**config.mk**
```make
export PLATFORM = sky130hd
export DESIGN_NAME = piezo_sched
export DESIGN_NICKNAME = d
export VERILOG_FILES = /design/src/rtl/piezo_sched.sv
export SDC_FILE = /design/constraint.sdc
export NUM_CORES = 1
export LEC_CHECK = 0
export BUFFER_PORTS_ARGS = -buffer_cell sky130_fd_sc_hd__buf_2
export CORE_ASPECT_RATIO = 1.4
export CORE_MARGIN = 4
export CORE_UTILIZATION = 23
export CTS_BUF_LIST = sky130_fd_sc_hd__clkbuf_4
export DETAILED_ROUTE_END_ITERATION = 16
export HOLD_SLACK_MARGIN = 0.12
export PLACE_DENSITY = 0.43
export SYNTH_ARGS = -nofsm -noshare
export SYNTH_HDL_FRONTEND = slang
export SYNTH_SLANG_ARGS = --single-unit
```
**constraint.sdc**
```tcl
create_clock -name clk -period 6.3 [get_ports clk]
set_input_delay 0.315 -clock clk [delete_from_list [all_inputs] [get_ports clk]]
set_output_delay 0.315 -clock clk [all_outputs]
set_load 0.005 [all_outputs]
```
**src/rtl/piezo_sched.sv**
```systemverilog
// piezo_sched: arbitrates buzzer alert sources, sequences the power-up chime and
// drives a frame-gated square wave onto the differential piezo pair.
module piezo_sched #(
  parameter int unsigned FRAME_CYC = 67108864,
  parameter int unsigned NOTE_CYC  = 4194304,
  parameter int unsigned HP_NORM   = 65536,
  parameter int unsigned HP_BATT   = 32768,
  parameter int unsigned HP_OVR    = 16384
) (
  input  logic       clk,
  input  logic       rst_n,
  input  logic       norm_mode,
  input  logic       ovr_spd,
  input  logic       batt_low,
  input  logic       chime_req,
  output logic       piezo,
  output logic       piezo_n,
  output logic       busy,
  output logic [2:0] src
);

  localparam int unsigned Q      = FRAME_CYC / 4;
  localparam int unsigned HP_NB  = (HP_NORM > HP_BATT) ? HP_NORM : HP_BATT;
  localparam int unsigned HP_MAX = (HP_NB > HP_OVR) ? HP_NB : HP_OVR;
  localparam int unsigned FC_W   = (FRAME_CYC > 2) ? $clog2(FRAME_CYC) : 1;
  localparam int unsigned NC_W   = (NOTE_CYC > 2) ? $clog2(NOTE_CYC) : 1;
  localparam int unsigned HP_W   = (HP_MAX > 2) ? $clog2(HP_MAX) : 1;

  typedef enum logic [2:0] {
    S_IDLE  = 3'd0,
    S_NORM  = 3'd1,
    S_BATT  = 3'd2,
    S_OVR   = 3'd3,
    S_BOTH  = 3'd4,
    S_CHIME = 3'd5
  } state_e;

  state_e            state_q, state_d;
  logic [FC_W-1:0]   fc_q;
  logic [NC_W-1:0]   nc_q;
  logic [1:0]        ni_q;
  logic [HP_W-1:0]   hp_cnt_q;
  logic              tone_q;
  logic              chime_pend_q, pend_d;
  logic              warn, note_last, chime_done, note_change, state_chg;
  logic [HP_W-1:0]   hp_m1;
  logic              gate;
  logic              in_q0, in_q2, in_q3;

  // Arbitration, chime bookkeeping and per-state tone/gate decode
  always_comb begin
    state_d     = S_IDLE;
    pend_d      = chime_pend_q;
    hp_m1       = '0;
    gate        = 1'b0;
    warn        = ovr_spd | batt_low;
    note_last   = (nc_q == NC_W'(NOTE_CYC - 1));
    // a warning landing on the final note edge keeps the chime pending for a replay
    chime_done  = (state_q == S_CHIME) && (ni_q == 2'd2) && note_last && !warn;
    in_q0       = (fc_q < FC_W'(Q));
    in_q2       = (fc_q >= FC_W'(2 * Q)) && (fc_q < FC_W'(3 * Q));
    in_q3       = (fc_q >= FC_W'(3 * Q));

    if (chime_done)     pend_d = 1'b0;
    else if (chime_req) pend_d = 1'b1;

    if (ovr_spd && batt_low)            state_d = S_BOTH;
    else if (ovr_spd)                   state_d = S_OVR;
    else if (batt_low)                  state_d = S_BATT;
    else if (chime_pend_q && !chime_done) state_d = S_CHIME;
    else if (norm_mode)                 state_d = S_NORM;

    state_chg   = (state_d != state_q);
    note_change = (state_q == S_CHIME) && !state_chg && note_last;

    case (state_q)
      S_NORM: begin
        hp_m1 = HP_W'(HP_NORM - 1);
        gate  = in_q3;
      end
      S_BATT: begin
        hp_m1 = HP_W'(HP_BATT - 1);
        gate  = in_q3;
      end
      S_OVR: begin
        hp_m1 = HP_W'(HP_OVR - 1);
        gate  = in_q0 | in_q2;
      end
      S_BOTH: begin
        hp_m1 = HP_W'(HP_OVR / 2 - 1);
        gate  = in_q0 | in_q2;
      end
      S_CHIME: begin
        gate = 1'b1;
        case (ni_q)
          2'd0:    hp_m1 = HP_W'(HP_NORM - 1);
          2'd1:    hp_m1 = HP_W'(HP_BATT - 1);
          default: hp_m1 = HP_W'(HP_OVR - 1);
        endcase
      end
      default: begin
        hp_m1 = '0;
        gate  = 1'b0;
      end
    endcase
  end

  always_ff @(posedge clk or negedge rst_n) begin
    if (!rst_n) begin
      state_q      <= S_IDLE;
      fc_q         <= '0;
      nc_q         <= '0;
      ni_q         <= '0;
      hp_cnt_q     <= '0;
      tone_q       <= 1'b0;
      chime_pend_q <= 1'b0;
    end else begin
      state_q      <= state_d;
      chime_pend_q <= pend_d;
      fc_q         <= (fc_q == FC_W'(FRAME_CYC - 1)) ? '0 : fc_q + FC_W'(1);

      // Note sequencing restarts from note 0 whenever CHIME is entered or left
      if ((state_q != S_CHIME) || state_chg) begin
        nc_q <= '0;
        ni_q <= '0;
      end else if (note_last) begin
        nc_q <= '0;
        ni_q <= ni_q + 2'd1;
      end else begin
        nc_q <= nc_q + NC_W'(1);
      end

      if (state_chg || note_change) begin
        hp_cnt_q <= '0;
        tone_q   <= 1'b0;
      end else if (state_q != S_IDLE) begin
        if (hp_cnt_q == hp_m1) begin
          hp_cnt_q <= '0;
          tone_q   <= ~tone_q;
        end else begin
          hp_cnt_q <= hp_cnt_q + HP_W'(1);
        end
      end
    end
  end

  assign piezo   = tone_q & gate;
  assign piezo_n = ~piezo;
  assign busy    = chime_pend_q;
  assign src     = state_q;

endmodule

```
== Word level (Yosys, flattened, before mapping) ==
Cells that the tools add are included.
W data, S select, Z words.
Storage, ports and cells
  bits in registers: 71
  bits of input ports: 6
  output and inout port bits: 6
  logic and storage cells: 75
Operators by class
  add/sub/neg operators: 4
  $lt $le $gt $ge: 4
  equal/unequal tests: 12
  multiplexer cells: 21
  bitwise operators: 5
  reductions and logical operators: 22
Operators with widths (count)
  $pmux W16 S5: 1
  $ge A26 B26 Y1 const B: 2
  $mux W16: 3
  $mux W22: 2
  $pmux W16 S2: 1
  $add A26 B1 Y26 const B: 1
  $eq A26 B26 Y1 const B: 1
  $lt A26 B25 Y1 const B: 1
  $lt A26 B26 Y1 const B: 1
  $mux W26: 1
  $add A22 B1 Y22 const B: 1
  $eq A22 B22 Y1 const B: 1
  $add A16 B1 Y16 const B: 1
  $eq A16 B16 Y1: 1
  $mux W3: 4
  $logic_and A1 B1 Y1: 8
  $reduce_bool A2 Y1: 4
  $eq A3 B2 Y1 const B: 2
  $eq A3 B3 Y1 const B: 2
  $mux W1: 6
  $mux W2: 2
  $reduce_or A2 Y1: 2
  $eq A3 B1 Y1 const B: 1
  $logic_not A1 Y1: 3
  other kinds (13): 16

== Logic depth before layout (Yosys ltp) ==
Gate-level depths: netlist of run 1.
  depth after elaboration: 17
  gate-level depth with buffers: 8
  gate-level depth less buffers: 7

== Worst setup path before layout of run 1 ==
OpenSTA, ideal clock, no wires.
  path kind: register to register
  start point: register ni_q[0]
  end point: register hp_cnt_q[0]
  library setup time: 125 ps
  data arrival time: 2038 ps
  data required time: 6175 ps
  slack: 4137 ps
  stages on the path, launching flop included: 9
  buffers on the path: 1
  clock period less this slack: 2163 ps
  path through: dfrtp_1 inv_1 ha_1 or3b_1 a22o_1 mux2_2 nor4_4 buf_6 nor3_1
On the way
  longest elaborated chain between the ends: 16
  elaborated cells on any way between the ends: 24
  classes of those cells: eq/ne (4); mux (9); reduce/logical (11)
Ends and longest elaborated chain
  start: declaration: RTL line 41  | logic [1:0] ni_q;
  start signal: assignment: RTL line 128  | ni_q <= ni_q + 2'd1;
  $eq A2 B2 Y1: RTL line 59  | chime_done = (state_q == S_CHIME) && (ni_q == 2'd2) && note_last && !warn;
  $logic_and A1 B1 Y1 (3 in series): RTL line 59
  $logic_not A1 Y1: RTL line 70  | else if (chime_pend_q && !chime_done) state_d = S_CHIME;
  $logic_and A1 B1 Y1: RTL line 70
  $mux W3: RTL line 70
  $mux W3: RTL line 69  | else if (batt_low) state_d = S_BATT;
  $mux W3: RTL line 68  | else if (ovr_spd) state_d = S_OVR;
  $mux W3: RTL line 67  | if (ovr_spd && batt_low) state_d = S_BOTH;
  $ne A3 B3 Y1: RTL line 73  | state_chg = (state_d != state_q);
  $logic_not A1 Y1: RTL line 74  | note_change = (state_q == S_CHIME) && !state_chg && note_last;
  $logic_and A1 B1 Y1 (2 in series): RTL line 74
  $logic_or A1 B1 Y1: RTL line 133  | if (state_chg || note_change) begin
  $mux W16 or $reduce_bool A2 Y1 (tied branches)
  end signal: assignment: RTL line 141  | hp_cnt_q <= hp_cnt_q + HP_W'(1);
  end: declaration: RTL line 42  | logic [HP_W-1:0] hp_cnt_q;
Parallel ways exist; a longest one is shown, timed or not. The select of a mux whose other input is x is not followed.
A chain may end at the register's enable or synchronous reset.

== Final worst setup path of run 1 ==
  start point: input batt_low
  end point: register nc_q[17]
On the way
  elaborated cells on any way between the ends: 13
  classes of those cells: eq/ne (1); mux (5); bitwise (1); reduce/logical (6)
RTL lines
  start: declaration: RTL line 14  | input logic batt_low,
  $mux W3: RTL line 69
  $mux W3: RTL line 68
  $mux W3 (*): RTL line 67
  via state_d[1]: RTL line 38  | state_e state_q, state_d;
  $ne A3 B3 Y1 (*): RTL line 73
  $logic_or A1 B1 Y1 (*): RTL line 123  | if ((state_q != S_CHIME) || state_chg) begin
  $mux W22 (*): RTL line 123
  end signal: assignment: RTL line 130  | nc_q <= nc_q + NC_W'(1);
  end: declaration: RTL line 40  | logic [NC_W-1:0] nc_q;
The timed path passes the listed nets; every way through them passes the cells marked *.

==> results of run 1 <==
==> stage by stage <==
stage	cell area, µm²	utilization [%]	power (µW)	std cells	setup slack, ps
3_3_place_gp	4013	25.49	527.4	578	3733
3_5_place_dp	4013	25.49	527.8	578	3725
2_1_floorplan	3735	-	504.8	379	4137
6_report	4229	26.86	896.7	598	3654
4_1_cts	4227	26.85	914.1	597	3651
5_1_grt	4229	26.86	935.8	598	3506
==> logic make-up (layout without fill, tap and decap cells) <==
group                    Yosys count  count (layout)  synth area share [%]
other                              0               1                     0
adder cells (fa/ha/maj)            8               8                 2.680
XOR/XNOR                          61              61                 14.30
buffers and inverters             23              45                 2.680
flip-flops                        71              71                 47.57
AND/OR/NAND/NOR                  183             183                 25.80
multiplexers                       5               5                 1.407
AO/OA/AOI/OAI                     28              28                 5.561
==> power breakdown <==
group / switching [µW] / internal (µW)
registers: 6.33 / 458
logic: 35.6 / 18.9
clock network: 173 / 205
total: 215 / 682
==> final timing paths <==
kind / start / endpoint / slack [ps] / depth (start not counted)
hold reg to reg: fc_q[4]$_DFF_PN0_ / fc_q[4]$_DFF_PN0_ / 480 / 1
max in group asynchronous: rst_n / nc_q[2]$_DFF_PN0_ / 4840 / 3
hold / removal: norm_mode / src[0]$_DFF_PN0_ / 180 / 3
setup reg to reg: ni_q[0]$_DFFE_PN0P_ / hp_cnt_q[10]$_DFFE_PN0P_ / 3720 / 7
setup / recovery: batt_low / nc_q[17]$_DFF_PN0_ / 3650 / 9
min in group asynchronous: rst_n / fc_q[13]$_DFF_PN0_ / 410 / 2
==> worst register-to-register path, delay by kind of cell (launching register included) <==
kind | cells | cell delay [ps]
AND/OR/NAND/NOR | 3 | 1220
flip-flops | 1 | 370
multiplexers | 1 | 310
adder cells (fa/ha/maj) | 1 | 230
AO/OA/AOI/OAI | 1 | 200
buffers and inverters | 1 | 80
==> state kept, by name, summed over array words and instances (netlist names) <==
register / cells
busy: 1
fc_q: 26
hp_cnt_q: 16
nc_q: 22
ni_q: 2
src: 3
tone_q: 1
==> placed cells by master (no fill, tap or decap), drive strengths merged, types with 2 or more instances in the layout <==
cell,count
dfrtp,71
nor2,47
xor2,35
nor3,27
nand2,26
xnor2,26
nand3,22
nand4,18
buf,15
inv,11
and3,11
and4,10
clkbuf,10
ha,8
nor4,6
o21ai,5
a21oi,4
or4,4
or3,3
o2111ai,3
mux2i,3
bufinv,3
dlygate4sd3,3
clkinv,3
nor2b,2
o22ai,2
o31ai,2
mux2,2
o311a,2
a211oi,2
==> repair_timing <==
item | CTS | global route
hold endpoints to repair | 28 | 0
setup endpoints to repair | 0 | 0
hold buffers | 3 | 0
==> cell type report <==
type,count,share of cell area [%]
multi-input cells,285,44.08
flip-flops and latches,71,42.01
well taps,196,5.799
repair buffers,18,2.722
clock inverters,6,2.574
clock buffers,10,1.775
inverters,11,0.9763
diodes,1,0.05917
==> layer usage <==
layer / part of all wire [%] / global-route usage, % / up-vias
met5: 0 / 0 / -
met4: 2.7 / 5.119 / 0
met3: 1.4 / 1.485 / 11
met2: 49 / 15.57 / 23
met1: 47 / 11.52 / 1375
li1: - / - / 1381
==> summary.md, run 1 <==
| Metric | Value |
|---|---|
| Status | `complete, no violations` |
| Final setup vio count | `0` |
| Most common cell in the synthesized netlist | `dfrtp_1` |
| Setup TNS | `0 ps` |
| Tcrit/Tclk final | `42.00%` |
| CP endpoint kind | `register` |
| Tmin final | `2646 ps` |
| Synth Register Bits | `71` |
| CP cell instances | `dlygate4sd3_1, buf_2, inv_1, ha_1, xor2_1, or4b_1, a211oi_2, nand2_1, nor2_1` |
| CP Buf/Inv Count | `3` |
| Crit Path Category | `primary input to register` |
| Post-CTS setup repair buffer count | `0` |
| Mean post-synth cell area | `9.854 µm²` |
| CTS max path bufs | `2` |
| WL/cell | `13.44 µm` |
| Post-synth EDFFs | `0` |
| H-tree levels | `3` |
| CTS clk-pin slew, worst paths | `130 ps` |
| Fraction of layout cells with a size suffix above 1 | `9.476%` |
| IO Count | `12` |
| Filler cell count | `1657` |
| Area of the multi-input gates | `0.001864 mm²` |
| Routed Antenna Nets | `0` |
| Nets | `410` |
| CORE AREA | `0.01574 mm²` |
| Max-slew violations | `0` |
| WL final | `8038 µm` |
| Final hold vios | `0` |
| CTS tree | `yes` |
| CTS Buf Count | `9` |
| CTS Sinks | `71` |
| Area grow syn2layout | `13.23%` |
| Leakage | `0.001759 µW` |
| # rows | `54` |
| Port bufs | `11` |
| Die ar. | `0.01837 mm²` |
| Initial DRC Count | `100` |
| Vias in the first global route | `2837` |
| DR vias/cell | `4.666` |
| Die X | `115.7 µm` |
| Initial Util | `23.72%` |
| Initial antenna violation count | `1` |
| Gate Count Post-Synth | `379` |
| Worst skew pair latency | `430 ps` |
| Worst setup SP type | `primary input` |
| Arr. time, crit path | `3000 ps` |
| Rel. slew slack | `43.39%` |
| Critical path fanouts, max | `11` |
| Final RePlAce weighted congestion | `0.7881` |
| Crit path required time | `6650 ps` |
| Tightest Hold Check Type | `primary input to register` |
| Main flop type after synthesis | `dfrtp_1` |
| RSZ-0062 raised after global routing | `false` |
| Ys Warns | `0` |
| Largest net degree at the start of global routing | `46` |
| Syn Nets | `393` |
| Fmax | `378.0 MHz` |
| Top cells by area, synth | `dfrtp_1 48%, xor2_1 8.2%, xnor2_1 6.1%` |
| Post-synth top cells | `71 x dfrtp_1, 47 x nor2_1, 35 x xor2_1` |
| Resized Gates After CTS | `0` |
| Post-synth top area cell | `dfrtp_1` |
| Yosys cell types | `46` |
| Register Area | `0.001777 mm²` |
| Post-synth top area share | `47.57%` |
| Max cap viols | `0` |
| PD cells | `212.0 mW/mm²` |
| Sequential area share after synthesis | `47.57%` |
| Congestion Overflow GR | `0` |
| Peak supply drop | `0.00008230 V` |
| Top cell family by delay on the critical path | `simple AND/OR/NAND/NOR gates` |
| CP peak stage delay | `530 ps` |
| Total Routing Usage GR | `9.405%` |
| First-pass GRT wire length | `13790 µm` |
| CTS root buffer | `clkbuf_4` |
| Die Y | `158.8 µm` |
| Ys async rst share | `100.0%` |
| Worst Skew | `21.71 ps` |
| Drt first pass iters | `6` |
| Hold Worst Slack | `180.3 ps` |
| Slowest cell on crit path | `or4b_1` |
| Half-perimeter wire length after placement | `5500 µm` |
| Routed via count | `2790` |
| Netlist Area Pre-Place | `0.003735 mm²` |
| Worst Max-Slew Pin Slew | `842.8 ps` |
| Number of remaining DRC errors | `0` |
Power figures use the tool's default switching activity.
==> run 2: changes to the inputs <==
==> constraint.sdc (replaced) <==
create_clock -name clk -period 2.5 [get_ports clk]
set_input_delay 0.125 -clock clk [delete_from_list [all_inputs] [get_ports clk]]
set_output_delay 0.125 -clock clk [all_outputs]
set_load 0.005 [all_outputs]
==> summary.md, run 2 (synthesized netlist as in run 1, its figures left out) <==
| Metric | Value |
|---|---|
| Worst r2r dst | `src[0]$_DFF_PN0_` |
| Max cap viols | `0` |
| Number of remaining DRC errors | `0` |
| Crit Path Category | `primary input to register` |
| Initial antenna violation count | `1` |
| RSZ-0062 raised after global routing | `false` |
| Commonest non-fill, non-tap cell in the layout | `dfrtp_1` |
| Switch share | `26.50%` |
| Largest net degree at the start of global routing | `49` |
| Initial Util | `23.72%` |
| CTS Buf Count | `9` |
| Rel. slew slack | `60.76%` |
| Congestion Overflow GR | `0` |
| Peak supply drop | `0.0001878 V` |
| Fin util | `27.07%` |
| CP Buf/Inv Count | `4` |
| IO Count | `12` |
| Max reg flops | `26` |
| Post-CTS setup repair buffer count | `0` |
| Vias in the first global route | `2850` |
| Nets | `417` |
| Port bufs | `11` |
| Combinational share of power | `7.5%` |
| Crit path required time | `2850 ps` |
| CTS max path bufs | `2` |
| Tcrit/Tclk final | `97.01%` |
| Status | `complete, no violations` |
| CTS clk-pin slew, worst paths | `130 ps` |
| H-tree levels | `3` |
| Worst reg2reg path depth | `7` |
| Die ar. | `0.01837 mm²` |
| Drt first pass iters | `4` |
| Die Y | `158.8 µm` |
| First-pass GRT wire length | `14020 µm` |
| Critical path fanouts, max | `12` |
| PD cells | `481.0 mW/mm²` |
| Clk pwr share | `35.6%` |
| Commonest cells after routing, fill and taps aside | `71 x dfrtp_1, 47 x nor2_1, 35 x xor2_1` |
| Arr. time, crit path | `2780 ps` |
| Final hold vios | `0` |
| Setup TNS | `0 ps` |
| CP endpoint kind | `register` |
| Psw | `543.2 µW` |
| CORE AREA | `0.01574 mm²` |
| CTS tree | `yes` |
| CP peak stage delay | `550 ps` |
| Initial DRC Count | `88` |
| Slowest cell on crit path | `or4b_1` |
| WL/cell | `13.36 µm` |
| Top Registers | `fc_q: 26 flops, nc_q: 22 flops, hp_cnt_q: 16 flops` |
| R2r setup slk | `150 ps` |
| Seq pwr share | `57.0%` |
| WL final | `8085 µm` |
| Worst flop-to-flop path startpoint | `nc_q[0]$_DFF_PN0_` |
| Half-perimeter wire length after placement | `5626 µm` |
| Worst setup SP type | `primary input` |
| Area grow syn2layout | `14.10%` |
| Largest reg by FF count | `fc_q` |
| # rows | `54` |
| Final setup vio count | `0` |
| Leakage | `0.001767 µW` |
| CP cell instances | `dlygate4sd3_1, buf_2, inv_1, ha_1, xor2_1, or4b_1, a211oi_4, o31ai_1, buf_4, nor2_1` |
| Routed Antenna Nets | `0` |
| Routed via count | `2832` |
| Total Routing Usage GR | `9.530%` |
| Worst Skew | `21.04 ps` |
| DR vias/cell | `4.681` |
| Fraction of layout cells with a size suffix above 1 | `10.54%` |
| Tightest Hold Check Type | `primary input to asynchronous set/reset pin` |
| Final RePlAce weighted congestion | `0.7676` |
| CTS root buffer | `clkbuf_4` |
| Fmax | `412.3 MHz` |
| Die X | `115.7 µm` |
| Tmin final | `2425 ps` |
| P_int | `1506 µW` |
| CP Depth | `10` |
| CP Capture Point | `nc_q[2]$_DFF_PN0_` |
| Worst Max-Slew Pin Slew | `588.6 ps` |
| Critical Path Source | `batt_low` |
| Worst skew pair latency | `440 ps` |
| CTS Sinks | `71` |
| Max-slew violations | `0` |
| Top cell family by delay on the critical path | `buffers and inverters` |
[run 2: cell count changes in the layout (fill, tap and decap cells not counted), sizes merged]
cell,previous run,this run
bufinv,3,1
clkinv,3,5
dlygate4sd3,3,5
clkbuf,10,9
buf,15,20
clkinvlp,0,1
[run 2: power groups by stage]
stage	sequential, µW	clock [µW]	combinational (µW)
after floorplan	1180	0	88.3
after global placement	1190	0	148
after detailed placement	1190	0	148
after CTS	1170	768	154
after global routing	1170	811	174
final	1170	729	153
[run 2: how the worst min path moves through the flow]
stage                from            endpoint  slack [ps]  cells past startpoint
floorplan           rst_n    busy$_DFFE_PN0P_        -170                      0
global placement    rst_n  fc_q[16]$_DFF_PN0_         160                      1
detailed placement  rst_n  fc_q[16]$_DFF_PN0_         170                      1
CTS                 rst_n  fc_q[16]$_DFF_PN0_         200                      2
global route        rst_n  fc_q[16]$_DFF_PN0_         250                      2
finish              rst_n  fc_q[16]$_DFF_PN0_         200                      2
[run 2: routing by layer]
| layer | vias up | wire length (µm) | share of wire, % | global-route usage [%] |
|---|---|---|---|---|
| met5 | - | 0 | 0 | 0 |
| li1 | 1384 | - | - | - |
| met1 | 1401 | 3628 | 45 | 11.61 |
| met4 | 0 | 189 | 2.3 | 4.274 |
| met2 | 31 | 4082 | 50 | 15.73 |
| met3 | 16 | 184 | 2.3 | 2.323 |
[run 2: cell type report]
cell class,instances,area [µm²]
clock inverter,7,63.81
inverter,11,41.29
timing repair buffer,25,185.2
clock buffer,9,67.56
antenna,1,2.502
multi-input combinational,285,1879
sequential,71,1777
tap,196,245.2
fill,1657,11480
[run 2: what timing repair did]
action / in CTS / in global routing
setup endpoints to repair: 0 / 23
hold endpoints to repair: 26 / 0
gates resized for setup: 0 / 3
hold buffers: 5 / 0
[run 2: metrics by stage]
step	instance area, µm²	hold slack (ps)	instances	power (µW)	worst slack, ps
3_3_place_gp	4063	163.1	583	1338	205.9
2_1_floorplan	3735	-170.6	379	1272	336.8
6_report	4262	199.4	605	2050	74.86
4_1_cts	4244	202.1	604	2090	35.75
5_1_grt	4262	250.9	605	2155	0.7714
3_5_place_dp	4063	167.5	583	1337	132.3
==> run 3: changes to the inputs <==
--- a/config.mk
+++ b/config.mk
@@ -6,7 +6,7 @@
 export NUM_CORES = 1
 export LEC_CHECK = 0
 export BUFFER_PORTS_ARGS = -buffer_cell sky130_fd_sc_hd__buf_2
-export CORE_ASPECT_RATIO = 1.4
+export CORE_ASPECT_RATIO = 0.8
 export CORE_MARGIN = 4
 export CORE_UTILIZATION = 23
 export CTS_BUF_LIST = sky130_fd_sc_hd__clkbuf_4
==> constraint.sdc (replaced) <==
create_clock -name clk -period 2.6 [get_ports clk]
set_input_delay 0.13 -clock clk [delete_from_list [all_inputs] [get_ports clk]]
set_output_delay 0.13 -clock clk [all_outputs]
set_load 0.005 [all_outputs]
==> summary.md, run 3 (synthesized netlist as in run 1, its figures left out) <==
| Metric | Value |
|---|---|
| Status | `complete, no violations` |
| # rows | `41` |
| N_diodes | `0` |
| Nets | `415` |
| CTS Buf Count | `9` |
| Resized Gates After CTS | `0` |
| Peak supply drop | `0.0001687 V` |
| Commonest non-fill, non-tap cell in the layout | `dfrtp_1` |
| Rel. slew slack | `36.69%` |
| Setup TNS | `0 ps` |
| Vias in the first global route | `2757` |
| Top Registers | `fc_q: 26 flops, nc_q: 22 flops, hp_cnt_q: 16 flops` |
| First-pass GRT wire length | `13920 µm` |
| Largest net degree at the start of global routing | `72` |
| Initial Util | `23.56%` |
| Die ar. | `0.01835 mm²` |
| WL/cell | `13.04 µm` |
| Area of the multi-input gates | `0.001864 mm²` |
| Final setup vio count | `0` |
| Total Routing Usage GR | `9.568%` |
| Tightest Hold Check Type | `primary input to asynchronous set/reset pin` |
| Routed Antenna Nets | `0` |
| RSZ-0062 raised after global routing | `false` |
| Hold Worst Slack | `379.7 ps` |
| DR vias/cell | `4.471` |
| CTS max path bufs | `2` |
| IO Count | `12` |
| Initial DRC Count | `193` |
| Leakage | `0.001773 µW` |
| Tcrit/Tclk final | `91.67%` |
| Die X | `150.5 µm` |
| Max-slew violations | `0` |
| Filler cell count | `1679` |
| Max reg flops | `26` |
| Worst Skew | `22.94 ps` |
| Final RePlAce weighted congestion | `0.7584` |
| Commonest cells after routing, fill and taps aside | `71 x dfrtp_1, 47 x nor2_1, 35 x xor2_1` |
| WL final | `8083 µm` |
| Worst skew pair latency | `420 ps` |
| Drt first pass iters | `4` |
| Fmax | `419.6 MHz` |
| Worst setup SP type | `primary input` |
| Crit path required time | `2950 ps` |
| Fraction of layout cells with a size suffix above 1 | `9.630%` |
| Number of remaining DRC errors | `0` |
| Register Area | `0.001777 mm²` |
| Tmin final | `2383 ps` |
| Initial antenna violation count | `0` |
| CTS tree | `yes` |
| Total Power | `2163 µW` |
| Die Y | `122.0 µm` |
| CP endpoint kind | `register` |
| CTS clk-pin slew, worst paths | `130 ps` |
| Crit Path Category | `primary input to register` |
| H-tree levels | `3` |
| Routed via count | `2772` |
| Port bufs | `11` |
| Half-perimeter wire length after placement | `5562 µm` |
| Max cap viols | `0` |
| Largest reg by FF count | `fc_q` |
| Critical path fanouts, max | `11` |
| CTS root buffer | `clkbuf_4` |
| CORE AREA | `0.01585 mm²` |
| CTS Sinks | `71` |
| Arr. time, crit path | `2740 ps` |
| Final hold vios | `0` |
| Area grow syn2layout | `14.84%` |
| Worst Max-Slew Pin Slew | `949.6 ps` |
| PD cells | `504.4 mW/mm²` |
| Congestion Overflow GR | `0` |
[run 3: where the power goes]
| part | total [µW] | internal [µW] | switching [µW] |
|---|---|---|---|
| sequential | 1120 | 1110 | 13.4 |
| clock | 898 | 480 | 418 |
| combinational | 142 | 51.2 | 90.5 |
[run 3: per-layer routing]
| layer | global-route usage [%] | part of all wire [%] |
|---|---|---|
| met1 | 14.05 | 54 |
| met5 | 0 | 0 |
| met4 | 2.629 | 0.71 |
| met2 | 13.75 | 42 |
| met3 | 2.603 | 3.6 |
[run 3: final timing paths]
| kind | slack (ps) | from | end | depth (start not counted) |
|---|---|---|---|---|
| worst min register to register | 480 | fc_q[8]$_DFF_PN0_ | fc_q[8]$_DFF_PN0_ | 1 |
| min in group clk | 450 | chime_req | busy$_DFFE_PN0P_ | 4 |
| max in group asynchronous | 1600 | rst_n | hp_cnt_q[4]$_DFFE_PN0P_ | 2 |
| worst min-delay path | 380 | rst_n | fc_q[4]$_DFF_PN0_ | 2 |
| worst max register to register | 430 | ni_q[0]$_DFFE_PN0P_ | hp_cnt_q[7]$_DFFE_PN0P_ | 8 |
| worst max-delay path | 220 | batt_low | nc_q[15]$_DFF_PN0_ | 9 |
[run 3: cell type report]
cell class | count | share of cell area (%)
clock buffer | 9 | 1.575
inverter | 11 | 0.9627
tap | 215 | 6.272
timing repair buffer | 23 | 3.734
clock inverter | 6 | 2.567
multi-input combinational | 285 | 43.47
sequential | 71 | 41.42
[run 3: timing repair]
action | 4_1_cts | 5_1_grt
buffers inserted | 0 | 0
hold buffers | 5 | 0
endpoints found under the hold margin | 74 | 0
[run 3: through the flow]
stage               worst slack [ps]  utilization, %  instance area [µm²]  cells
global route                   5.405           27.06                 4289    620
CTS                            244.6           27.06                 4289    620
floorplan                      436.8               -                 3735    379
global placement               394.4           25.62                 4061    600
detailed placement             339.3           25.62                 4061    600
finish                         216.6           27.06                 4289    620
[run 3: critical path, stage by stage]
cell           delay [ps]
dlygate4sd3_1         530
buf_2                 160
inv_1                  90
ha_1                  340
xor2_1                180
or4b_1                520
a211oi_2              300
nand2_1               290
nor2_1                190
